`src/rtl/swd_target_responder_if.sv`:
```
// swd_target_responder_if: SWD pin, configuration and event bundle between host side and target model
interface swd_target_responder_if #(
  parameter int TURN_W = 2,
  parameter int WAIT_W = 4,
  parameter int BANK_W = 2
);
  logic                swclk_i;
  logic                swdio_i;
  logic                swdio_o;
  logic                swdio_oe;
  logic [TURN_W-1:0]   cfg_turn;
  logic [WAIT_W-1:0]   cfg_wait_cnt;
  logic                cfg_fault;
  logic                err_clr;
  logic                wr_valid;
  logic [4+BANK_W-1:0] wr_addr;
  logic [31:0]         wr_data;
  logic                txn_done;
  logic [2:0]          txn_ack;
  logic                hdr_err;
  logic                data_err;
  logic                line_reset;
  modport slave (
    input  swclk_i, swdio_i, cfg_turn, cfg_wait_cnt, cfg_fault, err_clr,
    output swdio_o, swdio_oe, wr_valid, wr_addr, wr_data, txn_done, txn_ack,
           hdr_err, data_err, line_reset
  );
  modport master (
    output swclk_i, swdio_i, cfg_turn, cfg_wait_cnt, cfg_fault, err_clr,
    input  swdio_o, swdio_oe, wr_valid, wr_addr, wr_data, txn_done, txn_ack,
           hdr_err, data_err, line_reset
  );
endinterface

```
`src/rtl/swd_target_responder.sv`:
```
// swd_target_responder: oversampling SWD target with WAIT/FAULT injection, line reset and banked DP/AP registers
module swd_target_responder #(
  parameter int          SYNC_STAGES = 2,
  parameter int          TURN_W      = 2,
  parameter int          WAIT_W      = 4,
  parameter int          BANK_W      = 2,
  parameter logic [31:0] IDCODE      = 32'h0BC1_1477
) (
  input logic                  clk,
  input logic                  resetn,
  swd_target_responder_if.slave bus
);
  localparam int IW = 3 + BANK_W;
  localparam logic [2:0] ACK_OK = 3'b001, ACK_WAIT = 3'b010, ACK_FAULT = 3'b100;
  typedef enum logic [3:0] {IDLE, HDR, TURN1, ACK, RDATA, RPAR, TURN2, WDATA, WPAR} state_t;
  state_t                r_state;
  logic [SYNC_STAGES-1:0] r_ck_s, r_io_s;
  logic                  r_ck_d;
  logic [4:0]            r_cnt;
  logic [5:0]            r_hdr;
  logic [31:0]           r_sh;
  logic                  r_par;
  logic [2:0]            r_ack;
  logic [WAIT_W-1:0]     r_wctr;
  logic [BANK_W-1:0]     r_sel;
  logic [5:0]            r_ones;
  logic                  r_blk;
  logic                  r_o, r_oe;
  logic                  r_wr_valid, r_txn_done, r_lr, r_hdr_err, r_data_err;
  logic [4+BANK_W-1:0]   r_wr_addr;
  logic [31:0]           r_wr_data;
  logic [31:0]           r_rf [2**IW];
  logic                  w_ck, w_io, w_rise, w_fall, w_lr, w_hdr_ok, w_turn_end, w_dp0;
  logic [TURN_W-1:0]     w_turn;
  logic [IW-1:0]         w_idx;
  logic [31:0]           w_rdata;
  logic [2:0]            w_ack_next;
  assign w_ck       = r_ck_s[SYNC_STAGES-1];
  assign w_io       = r_io_s[SYNC_STAGES-1];
  assign w_rise     = w_ck & ~r_ck_d;
  assign w_fall     = ~w_ck & r_ck_d;
  assign w_turn     = bus.cfg_turn;
  assign w_turn_end = r_cnt == 5'(w_turn);
  // r_hdr holds {stop, parity, A3, A2, RnW, APnDP}; w_io is the park bit on the final header rise
  assign w_hdr_ok   = w_io && !r_hdr[5] && (r_hdr[4] == ^r_hdr[3:0]);
  assign w_idx      = {r_hdr[0], r_sel, r_hdr[3], r_hdr[2]};
  assign w_dp0      = !r_hdr[0] && r_hdr[3:2] == 2'b00;
  assign w_rdata    = w_dp0 ? IDCODE : r_rf[w_idx];
  assign w_ack_next = bus.cfg_fault ? ACK_FAULT : (r_wctr < bus.cfg_wait_cnt) ? ACK_WAIT : ACK_OK;
  // Our own driven bits never count toward a line reset
  assign w_lr       = w_rise && !r_oe && w_io && r_ones == 6'd49;
  always_ff @(posedge clk or negedge resetn) begin
    if (!resetn) begin
      r_state    <= IDLE;
      r_ck_s     <= '0;
      r_io_s     <= '0;
      r_ck_d     <= 1'b0;
      r_cnt      <= '0;
      r_hdr      <= '0;
      r_sh       <= '0;
      r_par      <= 1'b0;
      r_ack      <= '0;
      r_wctr     <= '0;
      r_sel      <= '0;
      r_ones     <= '0;
      r_blk      <= 1'b0;
      r_o        <= 1'b0;
      r_oe       <= 1'b0;
      r_wr_valid <= 1'b0;
      r_txn_done <= 1'b0;
      r_lr       <= 1'b0;
      r_hdr_err  <= 1'b0;
      r_data_err <= 1'b0;
      r_wr_addr  <= '0;
      r_wr_data  <= '0;
      for (int i = 0; i < 2**IW; i++) r_rf[i] <= '0;
    end else begin
      r_ck_s     <= {r_ck_s[SYNC_STAGES-2:0], bus.swclk_i};
      r_io_s     <= {r_io_s[SYNC_STAGES-2:0], bus.swdio_i};
      r_ck_d     <= w_ck;
      r_wr_valid <= 1'b0;
      r_txn_done <= 1'b0;
      r_lr       <= 1'b0;
      if (bus.err_clr) begin
        r_hdr_err  <= 1'b0;
        r_data_err <= 1'b0;
      end
      if (w_rise) begin
        r_ones <= (r_oe || !w_io) ? 6'd0 : (r_ones == 6'd50) ? r_ones : r_ones + 6'd1;
        if (!w_io) r_blk <= 1'b0;
        if (w_lr) begin
          r_lr    <= 1'b1;
          r_blk   <= 1'b1;
          r_state <= IDLE;
          r_wctr  <= '0;
          r_cnt   <= '0;
        end else begin
          case (r_state)
            IDLE: if (w_io && !r_blk) begin
              r_state <= HDR;
              r_cnt   <= '0;
            end
            HDR: if (r_cnt == 5'd6) begin
              r_cnt <= '0;
              if (w_hdr_ok) begin
                r_state <= TURN1;
                r_ack   <= w_ack_next;
                if (!bus.cfg_fault) r_wctr <= (r_wctr < bus.cfg_wait_cnt) ? r_wctr + WAIT_W'(1) : '0;
              end else begin
                r_hdr_err <= 1'b1;
                r_state   <= IDLE;
              end
            end else begin
              r_hdr <= {w_io, r_hdr[5:1]};
              r_cnt <= r_cnt + 5'd1;
            end
            TURN1: if (w_turn_end) begin
              r_state <= ACK;
              r_cnt   <= '0;
            end else r_cnt <= r_cnt + 5'd1;
            ACK: if (r_cnt == 5'd2) begin
              r_cnt <= '0;
              if (r_ack == ACK_OK && r_hdr[1]) begin
                r_state <= RDATA;
                r_sh    <= w_rdata;
                r_par   <= ^w_rdata;
              end else r_state <= TURN2;
            end else r_cnt <= r_cnt + 5'd1;
            RDATA: begin
              r_sh    <= {1'b0, r_sh[31:1]};
              r_cnt   <= r_cnt + 5'd1;
              r_state <= r_cnt == 5'd31 ? RPAR : RDATA;
            end
            RPAR: begin
              r_state <= TURN2;
              r_cnt   <= '0;
            end
            TURN2: if (w_turn_end) begin
              r_cnt <= '0;
              if (r_ack == ACK_OK && !r_hdr[1]) r_state <= WDATA;
              else begin
                r_state    <= IDLE;
                r_txn_done <= 1'b1;
              end
            end else r_cnt <= r_cnt + 5'd1;
            WDATA: begin
              r_sh    <= {w_io, r_sh[31:1]};
              r_cnt   <= r_cnt + 5'd1;
              r_state <= r_cnt == 5'd31 ? WPAR : WDATA;
            end
            WPAR: begin
              r_state    <= IDLE;
              r_txn_done <= 1'b1;
              if ((^r_sh) == w_io) begin
                r_wr_valid   <= 1'b1;
                r_wr_addr    <= (4+BANK_W)'(w_idx);
                r_wr_data    <= r_sh;
                r_rf[w_idx]  <= r_sh;
                if (w_dp0) begin
                  r_hdr_err  <= 1'b0;
                  r_data_err <= 1'b0;
                end
                if (!r_hdr[0] && r_hdr[3:2] == 2'b10) r_sel <= r_sh[4 +: BANK_W];
              end else r_data_err <= 1'b1;
            end
            default: r_state <= IDLE;
          endcase
        end
      end else if (w_fall) begin
        r_oe <= (r_state == ACK) || (r_state == RDATA) || (r_state == RPAR);
        r_o  <= (r_state == ACK) ? (r_cnt == 5'd0 ? r_ack[0] : r_cnt == 5'd1 ? r_ack[1] : r_ack[2]) :
                (r_state == RDATA) ? r_sh[0] : (r_state == RPAR) && r_par;
      end
    end
  end
  assign bus.swdio_o    = r_o;
  assign bus.swdio_oe   = r_oe;
  assign bus.wr_valid   = r_wr_valid;
  assign bus.wr_addr    = r_wr_addr;
  assign bus.wr_data    = r_wr_data;
  assign bus.txn_done   = r_txn_done;
  assign bus.txn_ack    = r_ack;
  assign bus.hdr_err    = r_hdr_err;
  assign bus.data_err   = r_data_err;
  assign bus.line_reset = r_lr;
endmodule

```
`src/flat_wrapper.sv`:
```
// flat-port wrapper written by rule: the top's interface ports become plain ports
module swd_target_responder_flat 
#(
  parameter int          SYNC_STAGES = 2,
  parameter int          TURN_W      = 2,
  parameter int          WAIT_W      = 4,
  parameter int          BANK_W      = 2,
  parameter logic [31:0] IDCODE      = 32'h0BC1_1477
)
  (clk, resetn, bus_swclk_i, bus_swdio_i, bus_cfg_turn, bus_cfg_wait_cnt, bus_cfg_fault, bus_err_clr, bus_swdio_o, bus_swdio_oe, bus_wr_valid, bus_wr_addr, bus_wr_data, bus_txn_done, bus_txn_ack, bus_hdr_err, bus_data_err, bus_line_reset);
  swd_target_responder_if #(.TURN_W(TURN_W), .WAIT_W(WAIT_W), .BANK_W(BANK_W)) bus_i ();
  input logic clk;
  input logic resetn;
  input wire logic [$bits(bus_i.swclk_i)-1:0] bus_swclk_i;
  input wire logic [$bits(bus_i.swdio_i)-1:0] bus_swdio_i;
  input wire logic [$bits(bus_i.cfg_turn)-1:0] bus_cfg_turn;
  input wire logic [$bits(bus_i.cfg_wait_cnt)-1:0] bus_cfg_wait_cnt;
  input wire logic [$bits(bus_i.cfg_fault)-1:0] bus_cfg_fault;
  input wire logic [$bits(bus_i.err_clr)-1:0] bus_err_clr;
  output wire logic [$bits(bus_i.swdio_o)-1:0] bus_swdio_o;
  output wire logic [$bits(bus_i.swdio_oe)-1:0] bus_swdio_oe;
  output wire logic [$bits(bus_i.wr_valid)-1:0] bus_wr_valid;
  output wire logic [$bits(bus_i.wr_addr)-1:0] bus_wr_addr;
  output wire logic [$bits(bus_i.wr_data)-1:0] bus_wr_data;
  output wire logic [$bits(bus_i.txn_done)-1:0] bus_txn_done;
  output wire logic [$bits(bus_i.txn_ack)-1:0] bus_txn_ack;
  output wire logic [$bits(bus_i.hdr_err)-1:0] bus_hdr_err;
  output wire logic [$bits(bus_i.data_err)-1:0] bus_data_err;
  output wire logic [$bits(bus_i.line_reset)-1:0] bus_line_reset;
  assign bus_i.swclk_i = bus_swclk_i;
  assign bus_i.swdio_i = bus_swdio_i;
  assign bus_i.cfg_turn = bus_cfg_turn;
  assign bus_i.cfg_wait_cnt = bus_cfg_wait_cnt;
  assign bus_i.cfg_fault = bus_cfg_fault;
  assign bus_i.err_clr = bus_err_clr;
  assign bus_swdio_o = bus_i.swdio_o;
  assign bus_swdio_oe = bus_i.swdio_oe;
  assign bus_wr_valid = bus_i.wr_valid;
  assign bus_wr_addr = bus_i.wr_addr;
  assign bus_wr_data = bus_i.wr_data;
  assign bus_txn_done = bus_i.txn_done;
  assign bus_txn_ack = bus_i.txn_ack;
  assign bus_hdr_err = bus_i.hdr_err;
  assign bus_data_err = bus_i.data_err;
  assign bus_line_reset = bus_i.line_reset;
  swd_target_responder #(.SYNC_STAGES(SYNC_STAGES), .TURN_W(TURN_W), .WAIT_W(WAIT_W), .BANK_W(BANK_W), .IDCODE(IDCODE)) u_core (.clk(clk), .resetn(resetn), .bus(bus_i));
endmodule
```
`config.mk`:
```
export PLATFORM = sky130hd
export DESIGN_NAME = swd_target_responder_flat
export DESIGN_NICKNAME = d
export VERILOG_FILES = /design/src/rtl/swd_target_responder_if.sv /design/src/rtl/swd_target_responder.sv /design/src/flat_wrapper.sv
export SDC_FILE = /design/constraint.sdc
export NUM_CORES = 2
export LEC_CHECK = 0
export CORE_UTILIZATION = 40
export DETAILED_ROUTE_END_ITERATION = 10
export HOLD_SLACK_MARGIN = 0.12
export SETUP_SLACK_MARGIN = 0.15
export SYNTH_ARGS = -nofsm -noshare
export SYNTH_HDL_FRONTEND = slang
export SYNTH_SLANG_ARGS = --single-unit
```
`constraint.sdc`:
```
create_clock -name clk -period 8.5 [get_ports clk]
set_input_delay 1.275 -clock clk [delete_from_list [all_inputs] [get_ports clk]]
set_output_delay 1.275 -clock clk [all_outputs]
set_load 0.02 [all_outputs]
```
Word-level counts from Yosys, hierarchy flattened. Index checks and enable logic that the tools add are counted. W data, S select, Z words.

Register bits: 1137. Logic and storage cells: 212. Input bits: 12.

Equality and inequality tests: 29. Order comparisons: 3. Add/subtract/negate cells: 3. Bitwise gates (word level): 8. Mux-type cells: 69. Reductions and logical operators: 46.

Operator list (count): $bwmux W1024 (1); $mux W32 (6); $bmux W32 S5 (1); $demux W32 S5 (1); $pmux W32 S3 (1); $reduce_xor A32 Y1 (2); $mux W4 (13); $pmux W4 S8 (1); $mux W1 (30); $pmux W5 S6 (1); $mux W5 (5); $reduce_and A5 Y1 (5); $eq A4 B3 Y1 const B (4); $ne A3 B1 Y1 const B (5); $eq A6 B6 Y1 const B (2); $logic_and A1 B1 Y1 (12); $mux W6 (2); $eq A4 B2 Y1 const B (2); $ne A2 B1 Y1 const B (4); $reduce_and A4 Y1 (2); $reduce_bool A7 Y1 (1); $add A6 B1 Y6 const B (1); $ge A6 B6 Y1 const B (1); $logic_not A1 Y1 (6); other kinds (32) (49).

Longest topological paths before layout.
Word-level depth: 8. Gate-level depth with buffers: 19. Gate-level depth less buffers: 12.

Worst setup path before layout. No wires, ideal clock.

Path kind: register to register. From: register u_core.r_hdr[2]. To: register u_core.r_par. Library setup time: 0.079 ns. Data arrival time: 3.472 ns. Cell stages (with the launch flop): 20. Path slack: 4.949 ns. Path through: dfrtp_1 -> buf_6 -> buf_6 -> buf_6 -> buf_6 -> buf_4 -> buf_4 -> inv_1 -> ha_1 -> inv_1 -> nor2_1 -> buf_2 -> buf_1 -> a31oi_1 -> xor2_1 -> xnor2_1 -> xnor2_1 -> xnor2_1 -> xnor3_1 -> mux2i_1.

Word-level cells in the longest chain between the ends: 6. Elaborated cells between the ends (all ways): 8.

Ends and longest elaborated chain: start: declaration (line swd_target_responder.sv:20) `logic [5:0] r_hdr;`; start signal: assignment (line swd_target_responder.sv:114) `r_hdr <= {w_io, r_hdr[5:1]};`; $not A5 Y6 (implied by the code) (line swd_target_responder.sv:48) `assign w_rdata = w_dp0 ? IDCODE : r_rf[w_idx];`; $bmux W32 S5 (line swd_target_responder.sv:48); $mux W32 (implied by the code) (2 in series) (line swd_target_responder.sv:48); $mux W32 (*) (line swd_target_responder.sv:48); $reduce_xor A32 Y1 (*) (line swd_target_responder.sv:126) `r_par <= ^w_rdata;`; end signal: assignment (line swd_target_responder.sv:126); end: declaration (line swd_target_responder.sv:22) `logic r_par;`.

Every way passes the cells marked *; elsewhere a longest branch is shown, timed or not. The select of a mux whose other input is x is not followed. A chain may end at the register's enable or synchronous reset.

Worst setup path after layout.
From: register u_core.r_sh[24]. To: register u_core.r_rf[626] (netlist name).

Word-level cells in the longest chain between the ends: 3.

Ends and longest elaborated chain: start: declaration (line swd_target_responder.sv:21) `logic [31:0] r_sh;`; start signal: assignment (line swd_target_responder.sv:125) `r_sh <= w_rdata;`; start signal: assignment (line swd_target_responder.sv:130) `r_sh <= {1'b0, r_sh[31:1]};`; start signal: assignment (line swd_target_responder.sv:147) `r_sh <= {w_io, r_sh[31:1]};`; $reduce_xor A32 Y1 (line swd_target_responder.sv:154) `if ((^r_sh) == w_io) begin`; $eq A1 B1 Y1 (line swd_target_responder.sv:154); $reduce_and A4 Y1 (no line); end signal: indexed assignment (line swd_target_responder.sv:158) `r_rf[w_idx] <= r_sh;`; end: declaration (line swd_target_responder.sv:32) `logic [31:0] r_rf [2**IW];`.

No other way between the ends.

==> out/metrics.cfg <==
[routing]
routed_wire_length_per_instance_um=27.75
vias=31853
drt_pre_antenna_iters=6
route.final.wire_length_um=153300
drt_drc_violations_left=0
viasPerCell=5.766
dr.first_iter.drc_count=2470
ant_nets=0

[pwr]
cellPowerDensity_nw_per_um2=235.6
total_leakage_power_uw=0.02786
design_power_total_uw=13820
peakVddDrop_v=0.0003456

[sta]
slew_at_the_pin_with_the_worst_max_slew_slack_ns=1.355
relSlewSlack=0.09306
fin_skew_ns=0.02578
fin_crit_ns=5.314
timing.fmax_ghz=0.1882
hold_violations=0
setup-tns-final_ns=0
setup_violations=0
timing.final.max_slew_violations=0
final_critical_path_setup_slack_ns=3.186
setup_repair_after_global_routing_missed_its_margin=no
post-route-period-util=0.6252

[yosys]
largest_cells_by_area_after_synthesis=dfrtp_1 54%, mux2_2 23%, mux2i_1 7.1%, mux4_2 3.6%, o22ai_1 2.0%
synth-seq-area-share=0.5416
synth.avg_cell_area_um2=14.02
gate_count_post_synth=3747
post-synth-top-area-cell=dfrtp_1
share_of_synthesized_registers_carrying_an_async_set_or_reset=1.000
synth_top_family_by_area=multiplexers
ys.warnings.count=0
synth_simple_gate_area_share=0.02782
post_synthesis_xor_xnor_area_fraction=0.01229
yosys.cell_types.count=64
edff_count_synth=0
postSynthNetCount=3775
synth_top_flop_cell=dfrtp_1
post_synth_most_frequent_cells=1137 x dfrtp_1, 1053 x mux2_2, 373 x mux2i_1
synth-compound-area-share=0.03889
fraction_of_the_mapped_netlist_area_in_adder_cells=0.003811
synth_mux_area_frac=0.3379
yosys_register_bits=1137
synth_top_area_frac=0.5416
synth.cell_area_um2=52540
synthMostInstantiatedCell=dfrtp_1

[finish]
flow.area_growth_from_synthesis_pct=11.62
layout.core_utilization=0.4512
antenna_cells=0
final_nets=3712
layout.cells.non_filler=5524
post_route_cells_drive_above_1_share=0.3982

[grt]
grt_pass1_vias=32282
grt-ovfl-total=0
global_route.usage.total=0.2336
grt_max_degree=152
grt_pass1_wl_um=228300
antenna_found_initial=3

[cts]
holdBufCountCts=0
cts-root-to-sink-buffers=3
postCtsSetupRepairBufs=0
cts_sinks=1137
cts_buffers=121
cts-resized-gates=0
cts_root_buffer=clkbuf_16
cts_max_level=3
cts_tree=built
clock_latency_ns=0.73
worst_setup_hold_path_clk_slew_ns=0.06

[setup_path]
critical-path-top-cell-by-count=xnor2_1
endpoint_kind=register
worstPathArrival_ns=5.91
cp-start-kind=register
crit_path_required_time_ns=9.10
cpPeakStageDelay_ns=0.82
crit_chain=buf_4, xnor2_1, xnor2_1, xnor2_1, xnor2_1, xnor2_1, xnor2_1, nor2b_4, and2_1, nand2_2, mux2_2
cpMaxStageDelayCell=nand2_2
criticalPathCategory=reg2reg
worst_r2r_startpoint=u_core.r_sh[24]
cp_max_fanout=36
worst_setup_path_startpoint=u_core.r_sh[24]

[hold_path]
hold_path_class=reg2reg
min-delay-start=u_core.r_ck_s[0]

[placement]
finalWeightedCongestion=0.8383
estimated_wirelength_of_the_detail_placed_design_um=89430
place_worst_setup_slack_ns=3.260
portBuffers=58
dp.cells=5303

[run]
maxCapViolCount=0

[die]
die_h_um=364.4
die-width_um=364.4
core_region_area_um2=130000
die_area_um2=132800
initial_core_util=0.4042
top_level_ports=60
row_count=132

[run_status]
run_status=finished clean

-- registers in the layout, summed over array words and instances (netlist names), 2 cells and up --
signal              count
u_core.r_hdr            6
u_core.r_rf          1024
u_core.r_cnt            5
u_core.r_io_s           2
u_core.r_sh            32
u_core.bus.wr_addr      5
u_core.bus.wr_data     32
u_core.r_state          4
u_core.bus.txn_ack      3
u_core.r_ones           6
u_core.r_ck_s           2
u_core.r_wctr           4
u_core.r_sel            2
-- layout by cell type (no fill, tap or decap), types with 5 or more instances in the layout --
cell,netlist,final
xor2_1,11,11
mux2_2,1053,1053
o21ai_0,63,63
or4_1,5,5
a31oi_1,6,6
and2_1,5,5
o22ai_1,171,171
mux2i_1,373,373
a211oi_1,6,6
nand4_1,5,5
o2111ai_1,5,5
clkbuf_8,0,30
dfrtp_1,1137,1134
buf_4,30,107
inv_1,18,18
ha_1,16,16
nand3_1,12,11
clkbuf_1,133,23
clkinv_2,0,25
and3_1,8,8
mux4_2,85,85
a22oi_1,24,24
bufinv_16,0,11
clkdlybuf4s50_1,0,57
a22o_1,5,5
nand2b_1,16,16
a21oi_1,15,15
xnor2_1,55,55
nor4_1,32,32
nand2_1,114,81
nor3_1,11,10
mux2_1,22,22
nand2_2,0,33
nor2_1,55,53
buf_12,3,8
clkbuf_16,0,125
-- power by group --
part | leakage, uW | internal, uW | total (uW) | switching, uW
logic | 0.00996 | 945 | 2690 | 1750
registers | 0.0158 | 5470 | 5630 | 164
clock network | 0.00206 | 3270 | 5490 | 2220
total | 0.0279 | 9680 | 13800 | 4140
-- metrics by stage --
stage / cell area, um^2 / hold slack, ns
global placement: 54500 / 0.3571
global route: 58640 / 0.3827
CTS: 58640 / 0.3753
detailed placement: 54500 / 0.3396
finish: 58640 / 0.3716
floorplan: 52540 / 0.3312
-- path summary, 6_finish.rpt --
kind / end / slack, ns / depth (start not counted)
max in group asynchronous: u_core.r_rf[340] / 5.98 / 3
worst min-delay path: u_core.r_ck_s[1] / 0.37 / 0
min in group asynchronous: u_core.r_rf[706] / 0.60 / 1
worst min register to register: u_core.r_ck_s[1] / 0.37 / 0
worst max register to register: u_core.r_rf[626] / 3.19 / 11
worst max-delay path: u_core.r_rf[626] / 3.19 / 11
-- worst max-delay path, delay by kind of cell (launching register included) --
family                    cells  cell delay [ns]
xor gates and xnor gates      6             1.83
buffers and inverters         1             0.27
DFF                           1             0.36
muxes                         1             0.59
and+or+nand+nor               3             2.08
-- logic make-up (layout without fill, tap and decap cells) --
| family | Yosys count | after routing |
|---|---|---|
| multiplexers | 1533 | 1533 |
| XOR/XNOR | 69 | 69 |
| adder cells (fa/ha/maj) | 16 | 16 |
| AND/OR/NAND/NOR | 293 | 293 |
| buffers and inverters | 378 | 413 |
| flip-flops | 1137 | 1137 |
| other | 1 | 1 |
| AO/OA/AOI/OAI | 320 | 320 |
-- layout make-up --
type / instances / area [um^2]
Clock buffer: 178 / 3627
Multi-Input combinational cell: 2232 / 22240
Fill cell: 11704 / 71340
Sequential cell: 1137 / 28460
Clock inverter: 43 / 515.5
Tap cell: 1742 / 2180
Inverter: 19 / 71.32
Timing Repair Buffer: 173 / 1549
-- metal layers --
layer,global-route usage,part of all wire
met5,0,0
met4,0.06838,0.026
met2,0.3729,0.47
met1,0.3310,0.45
met3,0.03164,0.053
Note: power is estimated with default switching activity, not from simulation.
